File: src/rtl/apb_master_pkg.sv
// Shared types and defaults for the APB command master.
package apb_master_pkg;

  typedef enum logic [1:0] {
    ST_IDLE   = 2'd0,
    ST_SETUP  = 2'd1,
    ST_ACCESS = 2'd2,
    ST_RESP   = 2'd3
  } apb_state_e;

  localparam int unsigned TIMEOUT_CYCLES_DEFAULT = 16;

endpackage

File: src/rtl/apb_cmd_master.sv
// Single-outstanding command-to-APB bridge with wait-state timeout and
// a held response register.
module apb_cmd_master
  import apb_master_pkg::*;
#(
  parameter int unsigned TIMEOUT_CYCLES = TIMEOUT_CYCLES_DEFAULT
) (
  input  logic        HCLK,
  input  logic        HRESETn,
  input  logic        cmd_valid_i,
  output logic        cmd_ready_o,
  input  logic [31:0] cmd_addr_i,
  input  logic [31:0] cmd_wdata_i,
  input  logic        cmd_write_i,
  output logic        rsp_valid_o,
  input  logic        rsp_ready_i,
  output logic [31:0] rsp_rdata_o,
  output logic        rsp_err_o,
  output logic        rsp_timeout_o,
  output logic [31:0] PADDR,
  output logic [31:0] PWDATA,
  output logic        PWRITE,
  output logic        PSEL,
  output logic        PENABLE,
  input  logic [31:0] PRDATA,
  input  logic        PREADY,
  input  logic        PSLVERR,
  output logic        busy_o
);

  localparam int unsigned      CNT_W   = $clog2(TIMEOUT_CYCLES + 1);
  localparam logic [CNT_W-1:0] CNT_MAX = CNT_W'(TIMEOUT_CYCLES);

  apb_state_e       state_q, state_d;
  logic [CNT_W-1:0] wait_cnt_q;
  logic [CNT_W-1:0] wait_cnt_inc;
  logic             accept;
  logic             aligned;
  logic             in_access;
  logic             timeout_hit;

  assign accept       = cmd_valid_i && (state_q == ST_IDLE);
  assign aligned      = (cmd_addr_i[1:0] == 2'b00);
  assign in_access    = (state_q == ST_ACCESS);
  assign wait_cnt_inc = wait_cnt_q + CNT_W'(1);
  // The abort fires on the low-PREADY cycle that brings the count to the limit.
  assign timeout_hit  = in_access && !PREADY && (wait_cnt_inc == CNT_MAX);

  always_ff @(posedge HCLK or negedge HRESETn) begin
    if (!HRESETn) state_q <= ST_IDLE;
    else          state_q <= state_d;
  end

  always_comb begin
    state_d = state_q;
    unique case (state_q)
      ST_IDLE:   if (accept) state_d = aligned ? ST_SETUP : ST_RESP;
      ST_SETUP:  state_d = ST_ACCESS;
      ST_ACCESS: if (PREADY || timeout_hit) state_d = ST_RESP;
      ST_RESP:   if (rsp_ready_i) state_d = ST_IDLE;
      default:   state_d = ST_IDLE;
    endcase
  end

  always_comb begin
    cmd_ready_o = 1'b0;
    PSEL        = 1'b0;
    PENABLE     = 1'b0;
    rsp_valid_o = 1'b0;
    busy_o      = 1'b1;
    unique case (state_q)
      ST_IDLE: begin
        cmd_ready_o = 1'b1;
        busy_o      = 1'b0;
      end
      ST_SETUP:  PSEL = 1'b1;
      ST_ACCESS: begin
        PSEL    = 1'b1;
        PENABLE = 1'b1;
      end
      ST_RESP:   rsp_valid_o = 1'b1;
      default:   busy_o = 1'b1;
    endcase
  end

  // Request fields only change on acceptance, so they stay put for the whole transfer.
  always_ff @(posedge HCLK or negedge HRESETn) begin
    if (!HRESETn) begin
      PADDR  <= '0;
      PWDATA <= '0;
      PWRITE <= 1'b0;
    end else if (accept) begin
      PADDR  <= cmd_addr_i;
      PWDATA <= cmd_wdata_i;
      PWRITE <= cmd_write_i;
    end
  end

  always_ff @(posedge HCLK or negedge HRESETn) begin
    if (!HRESETn) begin
      wait_cnt_q <= '0;
    end else if (accept && aligned) begin
      wait_cnt_q <= '0;
    end else if (in_access && !PREADY) begin
      wait_cnt_q <= wait_cnt_inc;
    end
  end

  // PREADY is tested before the timeout so a late completion still wins.
  always_ff @(posedge HCLK or negedge HRESETn) begin
    if (!HRESETn) begin
      rsp_rdata_o   <= '0;
      rsp_err_o     <= 1'b0;
      rsp_timeout_o <= 1'b0;
    end else if (accept && !aligned) begin
      rsp_rdata_o   <= '0;
      rsp_err_o     <= 1'b1;
      rsp_timeout_o <= 1'b0;
    end else if (in_access && PREADY) begin
      rsp_rdata_o   <= PWRITE ? 32'd0 : PRDATA;
      rsp_err_o     <= PSLVERR;
      rsp_timeout_o <= 1'b0;
    end else if (timeout_hit) begin
      rsp_rdata_o   <= '0;
      rsp_err_o     <= 1'b1;
      rsp_timeout_o <= 1'b1;
    end
  end

endmodule
File: config.mk
export PLATFORM = sky130hd
export DESIGN_NAME = apb_cmd_master
export DESIGN_NICKNAME = d
export VERILOG_FILES = /design/src/rtl/apb_master_pkg.sv /design/src/rtl/apb_cmd_master.sv
export SDC_FILE = /design/constraint.sdc
export NUM_CORES = 1
export LEC_CHECK = 0
export CAP_MARGIN = 30
export CORE_ASPECT_RATIO = 1.5
export CORE_MARGIN = 2
export CORE_UTILIZATION = 43
export CTS_CLUSTER_SIZE = 40
export DETAILED_ROUTE_END_ITERATION = 6
export PLACE_DENSITY = 0.91
export SYNTH_ARGS = -nofsm -noshare
export SYNTH_HDL_FRONTEND = slang
export SYNTH_SLANG_ARGS = --single-unit
export TNS_END_PERCENT = 30
File: constraint.sdc
create_clock -name HCLK -period 3.27 [get_ports HCLK]
set_input_delay 0.654 -clock HCLK [delete_from_list [all_inputs] [get_ports HCLK]]
set_output_delay 0.654 -clock HCLK [all_outputs]
set_load 0.05 [all_outputs]
==> reports/metrics.cfg <==
[timing]
hold_viol = 0
finalWorstSetupSlack_ps = 623
setup_viol = 0
rsz0062_at_grt = no
timing.slew.headroom_pct = 50.7
finClkSkew_ps = 8.93
holdWs_ps = 388
fmax_ghz = 0.378
slew_violations = 0
period_needed_ps = 2650
fin_crit_sh_pct = 81.0
fin_setup_tns_ps = 0
tightest_slew_ps = 740

[yosys]
synth_seq_cells = 106
synth_area_leaders = dfrtp_1 (65%), mux2_2 (18%), a22o_1 (6.2%), ha_1 (1.5%), xor2_1 (0.86%)
seq_area_frac_synth_pct = 64.8
syn_area_um2 = 4100
synth_most_common_cell = dfrtp_1
synthesis.nets = 375
synth.distinct_cells = 28
syn_avg_cell_area_um2 = 15.3
netlist_top_cells_count = dfrtp_1 (106), mux2_2 (65), a22o_1 (29), nor2_1 (9), buf_2 (6)
synth_top_area_share_pct = 64.8
ys.flop_type = dfrtp_1
async_flop_share_pct = 100
synth_area_leader_cell = dfrtp_1
synth_warnings = 0
netlist_instances = 267
synth_edf_count = 0

[power_and_ir_drop]
pwr-share-seq_pct = 28.5
combPwrFrac_pct = 59.2
switching_share_pct = 47.1
total_power_mw = 8.03
p_clk_share_pct = 12.3
p_sw_mw = 3.78
power.internal_mw = 4.24
vdd_drop_max_uv = 800
p_per_area_nw_per_um2 = 1220
p_leak_nw = 2.83

[final_layout]
nFillCells = 636
area_growth_pct = 60.4
layout-drive-gt1-share_pct = 19.5
n_antenna_cell = 0
fin_nets = 582
instances_no_fill = 590

[critical_path]
ff2ff_path_depth = 8
cp.arrival_ps = 1990
path_class = flip-flop to primary output
critPathCaptureType = primary output
crit_fanout = 7
crit_path_start_kind = flip-flop
crit_required_ps = 2620

[detailed_routing]
drc_errors = 0
num_vias = 3045
drtAntennaViolNets = 0
firstDrtPassIters = 4
wl_um = 10300
drtIter0Drc = 98
drt-wirelength-per-cell_um = 17.5
via_per_inst = 5.16

[clocking]
hold_buffers = 0
cts_resized = 0
tritoncts = yes
clkTransAtPathRegs_ps = 60
postCtsSetupBuffers = 0
htreeDepth = 3
cts_buffers = 9
clock_path_buffers = 2
root_buffer = clkbuf_16
clock-sinks = 106
clk_latency_ps = 340

[place]
place.port_buffers = 206
placedCellCount = 574
dp_hpwl_um = 7770
place_congestion = 0.855
dpl_worst_slack_ps = 588

[floorplan]
die_area_um2 = 10300
dieWidth_um = 83.7
initial_core_util_pct = 44.3
coreArea_um2 = 9250
die_h_um = 124
placementRows = 43
ios = 207

[global_routing]
grt_pass1_wl_um = 15800
grt_overflow = 0
grt_antenna_before_repair = 0
grt_pass1_vias = 3217
grt_max_degree = 67
groute.usage.overall_pct = 19.6

[flow_run]
maxCapViolCount = 0

[run_status]
outcome = finished, final reports clean

[hold_path]
hold_class = input port to async pin

-- power by group through the flow --
stage	Clock, mW	Combinational, mW	Sequential, mW
after global routing	1.07	4.94	2.37
after detailed placement	0	4.76	2.31
after floorplan	0	1.13	4.29
after CTS	1.02	4.77	2.29
after global placement	0	4.67	2.27
final	0.988	4.75	2.29
-- cell type report --
class                   count  area (µm²)  area share (%)
clock buffers              12         256            3.91
clock inverters             3        15.0           0.229
multi-input cells         142        1350            20.6
repair buffers            210        2130            32.5
well taps                 112         140            2.13
flip-flops and latches    106        2650            40.4
inverters                   5        18.8           0.286
-- routing by layer --
metal | global-route usage [%] | part of all wire (%) | vias up
met4 | 9.68 | 2.3 | 0
met5 | 0 | 0 | -
li1 | - | - | 1378
met2 | 33.4 | 53 | 153
met3 | 6.41 | 8.1 | 17
met1 | 22.2 | 36 | 1497
-- worst paths after layout --
kind                                              from                          end  slack (ps)
max                             state_q[0]$_DFFE_PN0P_                      PENABLE         620
min                                            HRESETn   rsp_rdata_o[0]$_DFFE_PN0P_         390
max reg2reg                     state_q[0]$_DFFE_PN0P_  rsp_rdata_o[31]$_DFFE_PN0P_        1270
min reg2reg                rsp_rdata_o[25]$_DFFE_PN0P_  rsp_rdata_o[25]$_DFFE_PN0P_         500
max in group asynchronous                      HRESETn        PWDATA[6]$_DFFE_PN0P_        2170
min in group HCLK          rsp_rdata_o[25]$_DFFE_PN0P_  rsp_rdata_o[25]$_DFFE_PN0P_         500
-- kinds of logic after synthesis --
logic type	Yosys count	share of synthesized area, %
mux	68	18.6
buf+inv	19	2.47
compound gates	40	8.59
fa+ha+maj	5	1.53
flops	106	64.8
xor+xnor	6	1.28
simple gates	23	2.75
-- cells in the final DEF (no fill, tap or decap), drive strengths merged --
| cell type | instances |
|---|---|
| o22ai | 1 |
| nand2 | 5 |
| nor3 | 3 |
| nor2 | 10 |
| nor2b | 1 |
| a22o | 32 |
| inv | 5 |
| buf | 5 |
| clkinv | 3 |
| xor2 | 4 |
| clkbuf | 12 |
| mux2 | 65 |
| nand3 | 2 |
| clkdlybuf4s50 | 205 |
| a211oi | 1 |
| o2bb2ai | 2 |
| dfrtp | 106 |
| a41oi | 1 |
| nand4 | 2 |
| a21oi | 2 |
| ha | 5 |
| mux2i | 3 |
| o21ai | 1 |
| xnor2 | 2 |
-- state kept, by name (all words and copies together), names as in the netlist --
name / count
rsp_rdata_o: 32
wait_cnt_q: 5
state_q: 2
PWRITE: 1
PADDR: 32
rsp_err_o: 1
PWDATA: 32
rsp_timeout_o: 1
-- worst max-delay path, cell delays in order, from the launching register on --
cell	delay [ps]
dfrtp_1	390
inv_1	110
ha_1	300
clkdlybuf4s50_1	860
-- metrics by stage --
stage,cell area [µm²],util (%)
floorplan,4100,-
global placement,6270,67.7
detailed placement,6270,67.7
CTS,6540,70.7
global route,6570,71.0
finish,6570,71.0
Power figures use the tool's default switching activity.
